==> config.mk <==
export PLATFORM = sky130hd
export DESIGN_NAME = scalu_rs_flat
export DESIGN_NICKNAME = d
export VERILOG_FILES = /design/src/rtl/scalu_rs_if.sv /design/src/rtl/scalu_rs.sv /design/src/flat_wrapper.sv
export SDC_FILE = /design/constraint.sdc
export NUM_CORES = 1
export LEC_CHECK = 0
export CAP_MARGIN = 20
export CORE_MARGIN = 3
export CORE_UTILIZATION = 40
export DETAILED_ROUTE_END_ITERATION = 8
export GPL_ROUTABILITY_DRIVEN = 0
export PLACE_DENSITY_LB_ADDON = 0.05
export SETUP_SLACK_MARGIN = 0.5
export SLEW_MARGIN = 25
export SYNTH_ARGS = -nofsm -noshare
export SYNTH_HDL_FRONTEND = slang
export SYNTH_SLANG_ARGS = --single-unit
==> constraint.sdc <==
create_clock -name clk -period 13.7 [get_ports clk]
set_clock_uncertainty 0.15 [all_clocks]
set_input_delay 2.74 -clock clk [delete_from_list [all_inputs] [get_ports clk]]
set_output_delay 2.74 -clock clk [all_outputs]
set_load 0.02 [all_outputs]
==> src/rtl/scalu_rs_if.sv <==
`default_nettype none
// ============================================================================
// Module      : scalu_rs_if
// Description : Bundle of the dispatch, issue, writeback-snoop and flush
//               signals around the scalar-ALU reservation station.
//               master = upstream/downstream environment side,
//               slave  = reservation station side.
// Ports       : dispatch_* (dispatch request and operands), exers_* (issue
//               to ALU and full indication), scalu_stall, wb_* (writeback
//               broadcast), rob_flush.
// Revision    : 1.0 - initial release
// ============================================================================
interface scalu_rs_if #(
  parameter int TAGW = 7
);
  logic            dispatch_valid;
  logic [4:0]      dispatch_op;
  logic [TAGW-1:0] dispatch_robid;
  logic [5:0]      dispatch_rd;
  logic            dispatch_op1_ready;
  logic [31:0]     dispatch_op1;
  logic            dispatch_op2_ready;
  logic [31:0]     dispatch_op2;
  logic            exers_stall;
  logic            exers_scalu_issue;
  logic [4:0]      exers_scalu_op;
  logic [TAGW-1:0] exers_robid;
  logic [5:0]      exers_rd;
  logic [31:0]     exers_op1;
  logic [31:0]     exers_op2;
  logic            scalu_stall;
  logic            wb_valid;
  logic [TAGW-1:0] wb_robid;
  logic [31:0]     wb_result;
  logic            rob_flush;

  modport master (
    output dispatch_valid, dispatch_op, dispatch_robid, dispatch_rd,
           dispatch_op1_ready, dispatch_op1, dispatch_op2_ready, dispatch_op2,
           scalu_stall, wb_valid, wb_robid, wb_result, rob_flush,
    input  exers_stall, exers_scalu_issue, exers_scalu_op, exers_robid,
           exers_rd, exers_op1, exers_op2
  );

  modport slave (
    input  dispatch_valid, dispatch_op, dispatch_robid, dispatch_rd,
           dispatch_op1_ready, dispatch_op1, dispatch_op2_ready, dispatch_op2,
           scalu_stall, wb_valid, wb_robid, wb_result, rob_flush,
    output exers_stall, exers_scalu_issue, exers_scalu_op, exers_robid,
           exers_rd, exers_op1, exers_op2
  );
endinterface
`default_nettype wire

==> src/rtl/scalu_rs.sv <==
`default_nettype none
// ============================================================================
// Module      : scalu_rs
// Description : Reservation station feeding the single-cycle scalar ALU.
//               Holds dispatched micro-ops until both operands are present
//               (captured at dispatch or snooped from the writeback bus) and
//               issues the oldest ready entry whenever the ALU accepts.
// Ports       : clk        - clock
//               rst        - synchronous active-high reset
//               bus        - scalu_rs_if slave modport (dispatch, issue,
//                            writeback snoop, ALU stall, ROB flush)
// Revision    : 1.0 - initial release
// ============================================================================
module scalu_rs #(
  parameter int DEPTH = 8,
  parameter int TAGW  = 7
) (
  input  wire logic   clk,
  input  wire logic   rst,
  scalu_rs_if.slave   bus
);

  localparam int IDXW = (DEPTH > 1) ? $clog2(DEPTH) : 1;
  localparam int CNTW = $clog2(DEPTH + 1);
  localparam logic [CNTW-1:0] C_FULL = CNTW'(DEPTH);

  // Per-entry state
  logic [DEPTH-1:0] valid_q, valid_d;
  logic [DEPTH-1:0] rdy1_q, rdy2_q;
  logic [4:0]       op_q    [DEPTH];
  logic [TAGW-1:0]  robid_q [DEPTH];
  logic [5:0]       rd_q    [DEPTH];
  logic [31:0]      val1_q  [DEPTH];
  logic [31:0]      val2_q  [DEPTH];
  // age_q[i][j] = 1 means entry i was allocated before entry j
  logic [DEPTH-1:0] age_q   [DEPTH];
  logic [CNTW-1:0]  cnt_q, cnt_d;

  logic [DEPTH-1:0] w_ready;
  logic [DEPTH-1:0] w_sel;
  logic             w_stall;
  logic             w_issue;
  logic             w_disp;
  logic [IDXW-1:0]  w_alloc;
  logic             w_byp1, w_byp2;
  logic             w_flush;

  assign w_flush = rst | bus.rob_flush;

  // Full indication comes from registered occupancy only, so a slot freed
  // by this cycle's issue is not offered to this cycle's dispatch.
  assign w_stall = (cnt_q == C_FULL);
  assign w_ready = valid_q & rdy1_q & rdy2_q;
  assign w_issue = (|w_ready) & ~bus.scalu_stall & ~bus.rob_flush;
  assign w_disp  = bus.dispatch_valid & ~w_stall & ~bus.rob_flush;

  // Oldest-ready select: an entry wins when it is older than every other
  // ready entry. Allocation order is total, so at most one bit is set.
  for (genvar gi = 0; gi < DEPTH; gi++) begin : g_sel
    logic w_oldest;
    always_comb begin
      w_oldest = 1'b1;
      for (int j = 0; j < DEPTH; j++) begin
        if ((j != gi) && w_ready[j] && !age_q[gi][j]) begin
          w_oldest = 1'b0;
        end
      end
    end
    assign w_sel[gi] = w_ready[gi] & w_oldest;
  end

  // Lowest-index free slot
  always_comb begin
    w_alloc = '0;
    for (int i = DEPTH - 1; i >= 0; i--) begin
      if (!valid_q[i]) begin
        w_alloc = IDXW'(i);
      end
    end
  end

  // Same-cycle writeback of a not-yet-ready dispatching operand
  assign w_byp1 = ~bus.dispatch_op1_ready & bus.wb_valid &
                  (bus.dispatch_op1[TAGW-1:0] == bus.wb_robid);
  assign w_byp2 = ~bus.dispatch_op2_ready & bus.wb_valid &
                  (bus.dispatch_op2[TAGW-1:0] == bus.wb_robid);

  // Issue data mux (one-hot AND-OR)
  always_comb begin
    bus.exers_scalu_op = '0;
    bus.exers_robid    = '0;
    bus.exers_rd       = '0;
    bus.exers_op1      = '0;
    bus.exers_op2      = '0;
    for (int i = 0; i < DEPTH; i++) begin
      if (w_sel[i]) begin
        bus.exers_scalu_op = bus.exers_scalu_op | op_q[i];
        bus.exers_robid    = bus.exers_robid    | robid_q[i];
        bus.exers_rd       = bus.exers_rd       | rd_q[i];
        bus.exers_op1      = bus.exers_op1      | val1_q[i];
        bus.exers_op2      = bus.exers_op2      | val2_q[i];
      end
    end
  end

  assign bus.exers_scalu_issue = w_issue;
  assign bus.exers_stall       = w_stall;

  always_comb begin
    valid_d = valid_q;
    if (w_issue) begin
      valid_d = valid_d & ~w_sel;
    end
    if (w_disp) begin
      valid_d[w_alloc] = 1'b1;
    end
  end

  always_comb begin
    cnt_d = cnt_q;
    if (w_disp && !w_issue) begin
      cnt_d = cnt_q + CNTW'(1);
    end else if (!w_disp && w_issue) begin
      cnt_d = cnt_q - CNTW'(1);
    end
  end

  always_ff @(posedge clk) begin
    if (w_flush) begin
      valid_q <= '0;
      cnt_q   <= '0;
      for (int i = 0; i < DEPTH; i++) begin
        age_q[i] <= '0;
      end
    end else begin
      valid_q <= valid_d;
      cnt_q   <= cnt_d;

      // Writeback snoop on resident entries; both operands may wake at once
      for (int i = 0; i < DEPTH; i++) begin
        if (bus.wb_valid && valid_q[i] && !rdy1_q[i] &&
            (val1_q[i][TAGW-1:0] == bus.wb_robid)) begin
          rdy1_q[i] <= 1'b1;
          val1_q[i] <= bus.wb_result;
        end
        if (bus.wb_valid && valid_q[i] && !rdy2_q[i] &&
            (val2_q[i][TAGW-1:0] == bus.wb_robid)) begin
          rdy2_q[i] <= 1'b1;
          val2_q[i] <= bus.wb_result;
        end
      end

      // The allocated slot is free, so the snoop above never touched it.
      if (w_disp) begin
        op_q[w_alloc]    <= bus.dispatch_op;
        robid_q[w_alloc] <= bus.dispatch_robid;
        rd_q[w_alloc]    <= bus.dispatch_rd;
        rdy1_q[w_alloc]  <= bus.dispatch_op1_ready | w_byp1;
        val1_q[w_alloc]  <= w_byp1 ? bus.wb_result : bus.dispatch_op1;
        rdy2_q[w_alloc]  <= bus.dispatch_op2_ready | w_byp2;
        val2_q[w_alloc]  <= w_byp2 ? bus.wb_result : bus.dispatch_op2;
        // New entry is younger than every currently resident entry; the
        // full row and column are rewritten so stale bits never survive.
        for (int j = 0; j < DEPTH; j++) begin
          age_q[w_alloc][j] <= 1'b0;
          age_q[j][w_alloc] <= valid_q[j];
        end
      end
    end
  end

endmodule
`default_nettype wire

==> src/flat_wrapper.sv <==
// flat-port wrapper written by rule: the top's interface ports become plain ports
module scalu_rs_flat 
#(
  parameter int DEPTH = 8,
  parameter int TAGW  = 7
)
  (clk, rst, bus_dispatch_valid, bus_dispatch_op, bus_dispatch_robid, bus_dispatch_rd, bus_dispatch_op1_ready, bus_dispatch_op1, bus_dispatch_op2_ready, bus_dispatch_op2, bus_scalu_stall, bus_wb_valid, bus_wb_robid, bus_wb_result, bus_rob_flush, bus_exers_stall, bus_exers_scalu_issue, bus_exers_scalu_op, bus_exers_robid, bus_exers_rd, bus_exers_op1, bus_exers_op2);
  scalu_rs_if #(.TAGW(TAGW)) bus_i ();
  input  wire logic clk;
  input  wire logic rst;
  input wire logic [$bits(bus_i.dispatch_valid)-1:0] bus_dispatch_valid;
  input wire logic [$bits(bus_i.dispatch_op)-1:0] bus_dispatch_op;
  input wire logic [$bits(bus_i.dispatch_robid)-1:0] bus_dispatch_robid;
  input wire logic [$bits(bus_i.dispatch_rd)-1:0] bus_dispatch_rd;
  input wire logic [$bits(bus_i.dispatch_op1_ready)-1:0] bus_dispatch_op1_ready;
  input wire logic [$bits(bus_i.dispatch_op1)-1:0] bus_dispatch_op1;
  input wire logic [$bits(bus_i.dispatch_op2_ready)-1:0] bus_dispatch_op2_ready;
  input wire logic [$bits(bus_i.dispatch_op2)-1:0] bus_dispatch_op2;
  input wire logic [$bits(bus_i.scalu_stall)-1:0] bus_scalu_stall;
  input wire logic [$bits(bus_i.wb_valid)-1:0] bus_wb_valid;
  input wire logic [$bits(bus_i.wb_robid)-1:0] bus_wb_robid;
  input wire logic [$bits(bus_i.wb_result)-1:0] bus_wb_result;
  input wire logic [$bits(bus_i.rob_flush)-1:0] bus_rob_flush;
  output wire logic [$bits(bus_i.exers_stall)-1:0] bus_exers_stall;
  output wire logic [$bits(bus_i.exers_scalu_issue)-1:0] bus_exers_scalu_issue;
  output wire logic [$bits(bus_i.exers_scalu_op)-1:0] bus_exers_scalu_op;
  output wire logic [$bits(bus_i.exers_robid)-1:0] bus_exers_robid;
  output wire logic [$bits(bus_i.exers_rd)-1:0] bus_exers_rd;
  output wire logic [$bits(bus_i.exers_op1)-1:0] bus_exers_op1;
  output wire logic [$bits(bus_i.exers_op2)-1:0] bus_exers_op2;
  assign bus_i.dispatch_valid = bus_dispatch_valid;
  assign bus_i.dispatch_op = bus_dispatch_op;
  assign bus_i.dispatch_robid = bus_dispatch_robid;
  assign bus_i.dispatch_rd = bus_dispatch_rd;
  assign bus_i.dispatch_op1_ready = bus_dispatch_op1_ready;
  assign bus_i.dispatch_op1 = bus_dispatch_op1;
  assign bus_i.dispatch_op2_ready = bus_dispatch_op2_ready;
  assign bus_i.dispatch_op2 = bus_dispatch_op2;
  assign bus_i.scalu_stall = bus_scalu_stall;
  assign bus_i.wb_valid = bus_wb_valid;
  assign bus_i.wb_robid = bus_wb_robid;
  assign bus_i.wb_result = bus_wb_result;
  assign bus_i.rob_flush = bus_rob_flush;
  assign bus_exers_stall = bus_i.exers_stall;
  assign bus_exers_scalu_issue = bus_i.exers_scalu_issue;
  assign bus_exers_scalu_op = bus_i.exers_scalu_op;
  assign bus_exers_robid = bus_i.exers_robid;
  assign bus_exers_rd = bus_i.exers_rd;
  assign bus_exers_op1 = bus_i.exers_op1;
  assign bus_exers_op2 = bus_i.exers_op2;
  scalu_rs #(.DEPTH(DEPTH), .TAGW(TAGW)) u_core (.clk(clk), .rst(rst), .bus(bus_i));
endmodule
[Word-level counts from Yosys, hierarchy flattened]
Memories as Yosys holds them, arrays and structs flattened.
Index checks and enable logic that the tools add are counted.
Cells by class
  $add $sub $neg: 2
  magnitude comparators: 2
  eq/ne operators: 27
  multiplexer cells: 322
  bitwise logic cells: 376
  reduce and logical (&&, ||, !) cells: 175
Operators by type and width (count)
  32-bit two-way mux: 18
  32-bit bitwise OR: 14
  1-bit two-way mux: 262
  7-bit == test: 18
  1-bit bitwise OR: 123
  1-bit logical AND: 99
  1-bit bitwise AND: 88
  1-bit logical NOT: 74
  1-bit NOT: 69
  1-bit bitwise AND, first input constant: 56
  7-bit two-way mux: 8
  7-bit bitwise OR: 7
  6-bit two-way mux: 8
  6-bit bitwise OR: 7
  5-bit two-way mux: 8
  8-bit two-way mux: 5
  5-bit bitwise OR: 7
  8-bit bitwise AND: 3
  3-bit == test, second input constant: 8
  3-bit two-way mux: 8
  8-bit bitwise mux: 2
  4-bit two-way mux: 2
  8-bit NOT: 1
  8-bit bitwise OR: 1
  other kinds (8): 8
Storage, ports and cells
  flip-flop bits (word level): 28
  RAM bits: 720
  bits of input ports: 129
  output and inout port bits: 84
  word-level logic and storage cells: 914
  memories kept: 6
Memory list
  u_core.val1_q: words 8, width 32, read ports 8, clocked after memory_dff 0, wr ports 9, line scalu_rs.sv:33  | logic [31:0] val1_q [DEPTH];
  u_core.val2_q: words 8, width 32, read ports 8, clocked after memory_dff 0, wr ports 9, line scalu_rs.sv:34  | logic [31:0] val2_q [DEPTH];
  u_core.age_q: words 8, width 8, read ports 8, clocked after memory_dff 0, wr ports 9, line scalu_rs.sv:36  | logic [DEPTH-1:0] age_q [DEPTH];
  u_core.robid_q: words 8, width 7, read ports 8, clocked after memory_dff 0, wr ports 1, line scalu_rs.sv:31  | logic [TAGW-1:0] robid_q [DEPTH];
  u_core.rd_q: words 8, width 6, read ports 8, clocked after memory_dff 0, wr ports 1, line scalu_rs.sv:32  | logic [5:0] rd_q [DEPTH];
  u_core.op_q: words 8, width 5, read ports 8, clocked after memory_dff 0, wr ports 1, line scalu_rs.sv:30  | logic [4:0] op_q [DEPTH];

[Logic depth before layout (Yosys ltp)]
Gate-level depths: netlist (run 1).
  depth in word-level cells: 26
  gate-level depth with buffers: 13
  depth with buffers taken out: 11

[Worst setup path after synthesis (run 1)]
Ideal clock, no wire load.
  path type: input to register
  from: input bus_wb_robid[0]
  to: memory u_core.val2_q[4][0], enable pin
  library setup time: 0.466 ns
  arrival: 6.270 ns
  required time: 13.084 ns
  path slack: 6.814 ns
  stages on the path: 7
  path buffers: 2
  cell sequence: buf_2 -> buf_1 -> xnor2_1 -> nand3_1 -> nor4_1 -> nand2_1 -> o21ai_0
RTL lines
  start, declared: line flat_wrapper.sv:21  | input wire logic [$bits(bus_i.wb_robid)-1:0] bus_wb_robid;
  end, declared: line scalu_rs.sv:34

[Worst setup path in the final report (run 1)]
  from: register u_core.valid_q[6]
  to: output bus_exers_op1[17]
Between the ends
  word-level cells in the longest chain between the ends: 21
  elaborated cells on any way between the ends: 45
  those cells by class: mux: 21; bitwise: 17; reduce/logical: 7
RTL lines
  start, declared: line scalu_rs.sv:28  | logic [DEPTH-1:0] valid_q, valid_d;
  start signal, assigned: line scalu_rs.sv:136  | valid_q <= valid_d;
  8-bit bitwise AND * (2 in a row): line scalu_rs.sv:53  | assign w_ready = valid_q & rdy1_q & rdy2_q;
  1-bit logical AND: line scalu_rs.sv:64  | if ((j != gi) && w_ready[j] && !age_q[gi][j]) begin
  1-bit two-way mux (2 in a row): line scalu_rs.sv:64
  1-bit bitwise AND: line scalu_rs.sv:69  | assign w_sel[gi] = w_ready[gi] & w_oldest;
  32-bit two-way mux: line scalu_rs.sv:96  | if (w_sel[i]) begin
  32-bit bitwise OR: line scalu_rs.sv:100  | bus.exers_op1 = bus.exers_op1 | val1_q[i];
  32-bit two-way mux: line scalu_rs.sv:96
  32-bit bitwise OR: line scalu_rs.sv:100
  [3 not listed]
  32-bit bitwise OR: line scalu_rs.sv:100
  32-bit two-way mux: line scalu_rs.sv:96
  32-bit bitwise OR: line scalu_rs.sv:100
  32-bit two-way mux: line scalu_rs.sv:96
  32-bit bitwise OR: line scalu_rs.sv:100
  32-bit two-way mux: line scalu_rs.sv:96
  32-bit bitwise OR: line scalu_rs.sv:100
  32-bit two-way mux *: line scalu_rs.sv:96
  end, declared: line flat_wrapper.sv:29  | output wire logic [$bits(bus_i.exers_op1)-1:0] bus_exers_op1;
Mark *: on every way between the ends. The rest lies on a longest branch, timed or not.

==> results_dict.tcl, run 1 <==
set metrics [dict create \
    p_sw_mw 1.10 \
    grt_overflow 0 \
    pre_cts_slack_ps 6090 \
    synth_seq_cells 740 \
    finalSetupViolCount 0 \
    p_sw_share_pct 21.8 \
    setup_slack_ps 5240 \
    fillCellCount 8108 \
    tightest_slew_ps 1080 \
    synth-edff-count 672 \
    synth_cell_type_count 66 \
    reg2regPathDepth 7 \
    final_hold_viol_count 0 \
    power.share.combinational_pct 5.3 \
    cp_common_cell "nand3_1" \
    layout-drive-gt1-share_pct 17.7 \
    yosysWarnings 0 \
    worstPathCellList "nand3_1 > o2111ai_4 > buf_4 > nor3_1 > a2111oi_0 > nand3_1 > clkdlybuf4s50_1" \
    dr.pass1.iters 5 \
    cts_max_path_buffers 3 \
    postPlaceCellArea_sq_um 40400 \
    dp.cells 4113 \
    pin_count 213 \
    h-tree-depth 3 \
    synth_ff_type "edfxtp_1" \
    port-buffer-count 212 \
    groute.usage.overall_pct 27.9 \
    path_class "flop to primary output" \
    cp-startpoint "u_core.valid_q[6]" \
    crit_required_ps 10810 \
    syn_avg_cell_area_sq_um 12.8 \
    worstReg2RegStart "u_core.cnt_q[0]" \
    slew_viol_final 0 \
    yosys.area.top_type "edfxtp_1" \
    cts_hold_buf 0 \
    multi_input_area_sq_um 13700 \
    final_net_count 3157 \
    p_seq_share_pct 49.4 \
    crit_end "bus_exers_op1[17]" \
    ff_latch_area_sq_um 21500 \
    dp_hpwl_mm 81.8 \
    crit_path_top_delay_cell "a2111oi_0" \
    dieArea_sq_um 96200 \
    startpoint_type "flop" \
    ant_nets 0 \
    cts-buffers-inserted 85 \
    die_w_microns 310 \
    syn_area_sq_um 37000 \
    power_mw 5.03 \
    vias_per_cell 6.02 \
    syn_nets 3025 \
    status "complete, no violations" \
    synthArstFlopShare_pct 0 \
    rows 110 \
    peakVddDrop_uv 80.7 \
    grt_pass1_vias 26060 \
    finalNonFillerCells 4270 \
    grt_pass1_wl_mm 192 \
    tns_ps 0 \
    rsz0062_at_grt "no" \
    hp-class "flop to flop" \
    path_buf_inv 2 \
    cpPeakStageDelay_ps 880 \
    root_buffer "clkbuf_16" \
    relSlewSlack_pct 26.1 \
    synth_top_area_share_pct 54.5 \
    r2r-end "u_core.val2_q[6][26]" \
    critPathTopFamily "compound AO/OA/AOI/OAI gates" \
    end_kind "primary output" \
    post_drt_wl_per_cell_microns 31.8 \
    finish.utilization_pct 47.5 \
    cp_max_fo 52 \
    antenna_found_initial 10 \
    clock.fmax_mhz 118 \
    ys_seq_area_share_pct 58.2 \
    synth_cells 2892 \
    clkPwrFrac_pct 45.3 \
    arrival_ps 5570 \
    coreArea_sq_um 90800 \
    cts.sinks 740 \
    critical_path_depth 7 \
    synth_area_leaders "edfxtp_1, mux2_2, mux2_1, dfxtp_1, nor3_1" \
    clk_pin_slew_worst_paths_ps 60 \
    wirelength_mm 136 \
    vias 25717 \
    power.leakage_nw 15.4 \
    fin_crit_ps 8460 \
    holdWs_ps 306 \
    insertion_delay_ps 650 \
    area_growth_pct 16.7 \
    powerDensity_nw_per_um2 116 \
    die_h_microns 310 \
    finalCritPeriodShare_pct 61.8 \
    max_cap_viol_count 0 \
    route.detailed.drc 0 \
    start_util_pct 40.7 \
    ff2ff_setup_slack_ps 9550 \
    cts_tree "yes" \
    final_area_sq_um 43200 \
    hold_depth 2 \
    grt_max_degree 53 \
    cts_setup_buffers 0 \
    cts_resized 0 \
    p_int_mw 3.93 \
    drt_iter0_drc 2667 \
]
[cells by family after synthesis]
kind of cell / Yosys count / share of synthesized area, %
fa+ha+maj: 4 / 0.156
xor+xnor: 129 / 3.05
simple gates: 618 / 8.91
buf+inv: 508 / 5.65
flops: 740 / 58.2
mux: 534 / 16.8
compound gates: 359 / 7.22
[Yosys cell counts, types with 5 or more instances]
master / number
nand4_1: 17
nand4b_1: 44
a31oi_1: 5
buf_2: 55
edfxtp_1: 672
o21ai_0: 19
a22oi_1: 164
xnor2_1: 46
xor2_1: 83
a2111oi_0: 83
mux2_4: 60
dfxtp_1: 68
buf_4: 18
or3_1: 5
a21oi_1: 42
and3_1: 6
or4_1: 7
inv_1: 255
clkbuf_1: 148
o2111ai_1: 7
mux2_1: 225
buf_1: 21
mux2i_1: 22
nand2b_1: 6
nand3_1: 110
nand2_2: 5
nor2_1: 51
a211oi_1: 11
buf_6: 6
nand2_1: 60
mux2_2: 227
nor3_1: 263
nor4_1: 21
[state kept, by name, summed over array words and instances (netlist names)]
register,flops
u_core.rdy2_q,8
u_core.rd_q,48
u_core.rdy1_q,8
u_core.valid_q,8
u_core.val1_q,256
u_core.robid_q,56
u_core.cnt_q,4
u_core.op_q,40
u_core.val2_q,256
u_core.age_q,56
[cell usage in the layout (no fill, tap or decap), types with 7 or more instances in the layout]
master | netlist | final
edfxtp_1 | 672 | 672
nor3_1 | 263 | 261
inv_1 | 255 | 253
mux2_2 | 227 | 227
mux2_1 | 225 | 225
clkdlybuf4s50_1 | 0 | 211
a22oi_1 | 164 | 164
nand3_1 | 110 | 108
clkbuf_16 | 0 | 89
xor2_1 | 83 | 83
buf_4 | 18 | 78
a2111oi_0 | 83 | 77
dfxtp_1 | 68 | 68
mux2_4 | 60 | 60
nand2_1 | 60 | 53
xnor2_1 | 46 | 46
nand4b_1 | 44 | 44
a21oi_1 | 42 | 42
nor2_1 | 51 | 40
mux2i_1 | 22 | 22
nor4_1 | 21 | 21
clkbuf_1 | 148 | 19
clkinv_1 | 0 | 18
nand4_1 | 17 | 17
o21ai_0 | 19 | 13
nand2_2 | 5 | 12
a211oi_1 | 11 | 11
nor2_4 | 0 | 10
clkinv_2 | 0 | 9
diode_2 | 0 | 8
bufinv_16 | 0 | 8
or4_1 | 7 | 7
[cell type report]
| cell class | instances | area share, % |
|---|---|---|
| Antenna cell | 8 | 0.0464 |
| Clock buffer | 110 | 5.39 |
| Clock inverter | 39 | 0.921 |
| Inverter | 260 | 2.27 |
| Multi-Input combinational cell | 1644 | 31.7 |
| Sequential cell | 740 | 49.9 |
| Tap cell | 1176 | 3.41 |
| Timing Repair Buffer | 293 | 6.39 |
[worst min-delay path, delay by kind of cell (launching register included)]
kind / cells / cell delay [ps]
flops: 1 / 300
compound gates: 1 / 60
simple gates: 1 / 50
[layer usage]
metal	GRT usage (%)	up-vias	share of wire [%]
met2	46.6	1146	48
met4	9.21	2	3.2
li1	-	11157	-
met5	0	-	0.0096
met3	5.04	236	7.7
met1	36.9	13176	41
[how the worst min path moves through the flow]
stage | slack (ps) | to | from
6_report | 310 | u_core.age_q[6][0] | u_core.age_q[6][0]
5_1_grt | 330 | u_core.age_q[0][5] | u_core.age_q[0][5]
4_1_cts | 310 | u_core.age_q[0][7] | u_core.age_q[0][7]
3_5_place_dp | 300 | u_core.age_q[0][5] | u_core.age_q[0][5]
3_3_place_gp | 300 | u_core.age_q[0][7] | u_core.age_q[0][7]
2_1_floorplan | 280 | u_core.age_q[0][7] | u_core.age_q[0][7]
[power by group through the flow]
stage,sequential (mW),combinational (mW),clock [mW]
3_5_place_dp,2.53,0.265,0
6_report,2.48,0.267,2.28
2_1_floorplan,2.53,0.143,0
3_3_place_gp,2.53,0.258,0
5_1_grt,2.48,0.287,2.40
4_1_cts,2.48,0.266,2.32
Note: power is estimated with default switching activity, not from simulation.
==> run 2: changes to the inputs <==
==> constraint.sdc (replaced) <==
create_clock -name clk -period 7.95 [get_ports clk]
set_clock_uncertainty 0.15 [all_clocks]
set_input_delay 1.59 -clock clk [delete_from_list [all_inputs] [get_ports clk]]
set_output_delay 1.59 -clock clk [all_outputs]
set_load 0.02 [all_outputs]
==> results_dict.tcl, run 2 (same netlist as run 1, synthesis figures left out) <==
set metrics [dict create \
    clkPwrFrac_pct 46.2 \
    die_w_microns 310 \
    relSlewSlack_pct 30.2 \
    ff2ff_setup_slack_ps 3540 \
    end_kind "primary output" \
    arrival_ps 4840 \
    tns_ps 0 \
    wirelength_mm 135 \
    coreArea_sq_um 90800 \
    grt_pass1_vias 25850 \
    pre_cts_slack_ps 2140 \
    whs_endpoint "u_core.age_q[7][0]" \
    dr.pass1.iters 5 \
    max_cap_viol_count 0 \
    vias_per_cell 6.06 \
    p_sw_mw 1.89 \
    largestRegisters "u_core.val1_q: 256 flops, u_core.val2_q: 256 flops" \
    cts_setup_buffers 0 \
    worstReg2RegStart "u_core.valid_q[4]" \
    port-buffer-count 212 \
    grt_pass1_wl_mm 191 \
    antenna_found_initial 12 \
    path_class "flop to primary output" \
    p_sw_share_pct 21.5 \
    groute.usage.overall_pct 27.7 \
    final_net_count 3161 \
    die_h_microns 310 \
    cts-buffers-inserted 86 \
    hp-class "flop to flop" \
    vias 25927 \
    hp-start "u_core.age_q[7][0]" \
    power_mw 8.81 \
    final_common_cell "edfxtp_1" \
    worstPathCellList "nand3_1 > o2111ai_4 > buf_4 > nor2_4 > buf_4 > a2111oi_0 > nand3_1 > clkdlybuf4s50_1" \
    post_drt_wl_per_cell_microns 31.5 \
    finalCritPeriodShare_pct 82.8 \
    route.detailed.drc 0 \
    crit_required_ps 6210 \
    hold_depth 2 \
    cp-startpoint "u_core.valid_q[6]" \
    final_cell_mix "edfxtp_1, nor3_1, inv_1" \
    dp_hpwl_mm 80.0 \
    p_seq_share_pct 48.6 \
    cpPeakStageDelay_ps 650 \
    cts_resized 0 \
    area_growth_pct 17.2 \
    cts_max_path_buffers 3 \
    layout-drive-gt1-share_pct 17.9 \
    drt_iter0_drc 2563 \
    power.leakage_nw 15.5 \
    rsz0062_at_grt "no" \
    peakVddDrop_uv 138 \
    reg2regPathDepth 6 \
    p_int_mw 6.92 \
    tightest_slew_ps 1050 \
    clock.fmax_mhz 152 \
    grt_overflow 0 \
    root_buffer "clkbuf_16" \
    powerDensity_nw_per_um2 203 \
    power.share.combinational_pct 5.2 \
    grt_max_degree 60 \
    rows 110 \
    crit_path_top_delay_cell "buf_4" \
    start_util_pct 40.7 \
    h-tree-depth 3 \
    slew_viol_final 0 \
    r2r-end "u_core.val2_q[7][0]" \
    cts.sinks 740 \
    cts_tree "yes" \
    insertion_delay_ps 650 \
    pin_count 213 \
    setup_slack_ps 1370 \
    dieArea_sq_um 96200 \
    fin_crit_ps 6580 \
    finalSetupViolCount 0 \
    status "complete, no violations" \
    final_hold_viol_count 0 \
    ant_nets 0 \
    clk_pin_slew_worst_paths_ps 60 \
    cp_max_fo 36 \
    cts_hold_buf 0 \
    startpoint_type "flop" \
]
==> run 2: cell types whose count changed in the layout (fill, tap and decap cells not counted), sizes merged, moves of 2 or more <==
cell / delta
clkinv: +9
inv: -4
bufinv: +4
buf: +2
==> run 2: cell type report <==
cell class	count	area [sq um]
Multi-Input combinational cell	1644	13700
Timing Repair Buffer	296	2820
Inverter	260	978
Clock inverter	47	510
Fill cell	8100	47500
Antenna cell	7	17.5
Tap cell	1176	1470
Clock buffer	109	2330
Sequential cell	740	21500
==> run 2: worst max path at each step <==
stage                       endpoint  depth (start not counted)
6_report           bus_exers_op1[31]                          8
5_1_grt        bus_exers_scalu_op[3]                          8
4_1_cts            bus_exers_op1[31]                          8
3_5_place_dp       bus_exers_op1[31]                          8
3_3_place_gp   bus_exers_scalu_op[3]                          8
2_1_floorplan    u_core.val2_q[4][0]                          7
==> run 2: critical path, delay by kind of cell (launching register included) <==
kind,cells,cell delay [ps]
AO/OA/AOI/OAI,2,1040
buffers and inverters,3,1570
flip-flops,1,630
AND/OR/NAND/NOR,3,920
==> run 2: metal layers <==
metal	track usage (%)	vias up	routed length (microns)
li1	-	11157	-
met1	38.2	13359	57700
met2	45.3	1147	63700
met3	3.76	252	9110
met4	8.93	12	4370
met5	0	-	86
==> run 2: power by group through the flow <==
stage,Clock (mW),Combinational (mW),Sequential (mW)
finish,4.07,0.455,4.28
floorplan,0,0.247,4.35
CTS,4.13,0.452,4.28
global placement,0,0.439,4.36
detailed placement,0,0.450,4.36
global route,4.26,0.487,4.28
==> run 2: stage by stage <==
step	std cells	instance area (sq um)	hold slack [ps]	util, %
floorplan	2892	37000	281	-
global placement	4116	40500	292	44.6
detailed placement	4116	40500	294	44.6
CTS	4272	43300	302	47.7
global route	4275	43400	314	47.7
finish	4279	43400	302	47.7
==> run 3: changes to the inputs <==
==> constraint.sdc (replaced) <==
create_clock -name clk -period 6.88 [get_ports clk]
set_clock_uncertainty 0.15 [all_clocks]
set_input_delay 1.376 -clock clk [delete_from_list [all_inputs] [get_ports clk]]
set_output_delay 1.376 -clock clk [all_outputs]
set_load 0.02 [all_outputs]
==> results_dict.tcl, run 3 (same netlist as run 1, synthesis figures left out) <==
set metrics [dict create \
    coreArea_sq_um 90800 \
    max_cap_viol_count 0 \
    rows 110 \
    startpoint_type "flop" \
    fillCellCount 8140 \
    powerDensity_nw_per_um2 227 \
    cts_max_path_buffers 3 \
    arrival_ps 4580 \
    path_buf_inv 2 \
    rsz0062_at_grt "no" \
    peakVddDrop_uv 173 \
    grt_overflow 0 \
    antenna_found_initial 11 \
    groute.usage.overall_pct 27.5 \
    worstPathCellList "nand3_1 > o2111ai_4 > buf_12 > nor3_1 > a2111oi_0 > nand3_1 > clkdlybuf4s50_1" \
    met2_usage_pct 45.0 \
    worstReg2RegStart "u_core.valid_q[4]" \
    crit_path_top_delay_cell "o2111ai_4" \
    die_w_microns 310 \
    power.leakage_nw 15.5 \
    die_h_microns 310 \
    start_util_pct 40.7 \
    cts_resized 0 \
    finish.utilization_pct 47.7 \
    cts-buffers-inserted 85 \
    final_cell_mix "edfxtp_1, nor3_1, inv_1" \
    cp_max_fo 28 \
    critPathTopFamily "compound AO/OA/AOI/OAI gates" \
    setup_slack_ps 778 \
    cts_tree "yes" \
    final_common_cell "edfxtp_1" \
    power_mw 9.82 \
    final_area_sq_um 43300 \
    largestRegisters "u_core.val1_q: 256 flops, u_core.val2_q: 256 flops" \
    finalCritPeriodShare_pct 88.7 \
    h-tree-depth 3 \
    end_kind "primary output" \
    dp.cells 4136 \
    wirelength_mm 134 \
    tns_ps 0 \
    vias 25816 \
    postPlaceCellArea_sq_um 40700 \
    cpPeakStageDelay_ps 830 \
    pin_count 213 \
    tightest_slew_ps 1030 \
    cp_common_cell "nand3_1" \
    crit_required_ps 5350 \
    finalSetupViolCount 0 \
    layout-drive-gt1-share_pct 18.0 \
    path_class "flop to primary output" \
    pre_cts_slack_ps 1350 \
    route.detailed.drc 0 \
    clk_pin_slew_worst_paths_ps 60 \
    grt_use_met3_pct 4.87 \
    dp_hpwl_mm 81.9 \
    grt_pass1_wl_mm 190 \
    area_growth_pct 17.1 \
    post_drt_wl_per_cell_microns 31.1 \
    cp-startpoint "u_core.valid_q[6]" \
    ant_nets 0 \
    finalNonFillerCells 4295 \
    root_buffer "clkbuf_16" \
    final_net_count 3180 \
    gr-usage-met1_pct 36.8 \
    grt-busiest-layer "met2" \
    vias_per_cell 6.01 \
    grt_max_degree 71 \
    hp-start "u_core.age_q[2][7]" \
    insertion_delay_ps 640 \
    relSlewSlack_pct 31.0 \
    port-buffer-count 212 \
    clock.fmax_mhz 164 \
    final_hold_viol_count 0 \
    dieArea_sq_um 96200 \
    fin_crit_ps 6100 \
    holdWs_ps 304 \
    cts.sinks 740 \
    status "complete, no violations" \
    slew_viol_final 0 \
    drt_iter0_drc 2621 \
    cts_setup_buffers 0 \
    dr.pass1.iters 8 \
    cts_hold_buf 0 \
    hp-class "flop to flop" \
    grt_pass1_vias 26240 \
]
[run 3: changes by cell type in the layout (fill, tap and decap cells not counted), moves of 3 or more]
cell / before / now
bufinv_16: 12 / 3
buf_4: 79 / 94
clkbuf_16: 89 / 85
inv_6: 0 / 4
clkinv_1: 24 / 21
clkinv_2: 11 / 6
buf_16: 0 / 3
nand2_2: 9 / 12
nand2_4: 5 / 2
clkbuf_1: 16 / 27
[run 3: power breakdown]
part           leakage, nW  switching (mW)  internal (mW)
clock                 1.26            1.89           2.45
sequential            6.61          0.0204           4.93
combinational         7.58           0.294          0.235
total                 15.5            2.21           7.62
[run 3: area by class of cell]
cell class              count  area [sq um]  share of cell area, %
repair buffers            316          3050                   7.04
inverters                 260           978                   2.26
flip-flops and latches    740         21500                   49.7
multi-input cells        1644         13700                   31.5
clock inverters            37           300                  0.693
well taps                1176          1470                   3.40
diodes                      5          12.5                 0.0289
clock buffers             117          2300                   5.30
[run 3: layer usage]
layer  vias to the layer above  part of all wire (%)  routed length [microns]
met3                       237                   7.4                     9920
met1                     13227                    42                    56100
li1                      11225                     -                        -
met4                        10                   3.5                     4680
met5                         -                 0.054                       72
met2                      1117                    47                    62900
[run 3: worst register-to-register path: stages, from the launching register on]
cell and delay, ps:
dfxtp_1 920, nand4_2 280, o31ai_2 480, nand2_2 80, buf_4 230, nor3_4 800
buf_4 550, mux2_2 460
[run 3: worst paths after layout]
kind | to | slack, ps | cells after the start
max | bus_exers_op1[29] | 780 | 7
min reg2reg | u_core.age_q[2][7] | 300 | 2
max reg2reg | u_core.val2_q[0][0] | 2690 | 7
min | u_core.age_q[2][7] | 300 | 2
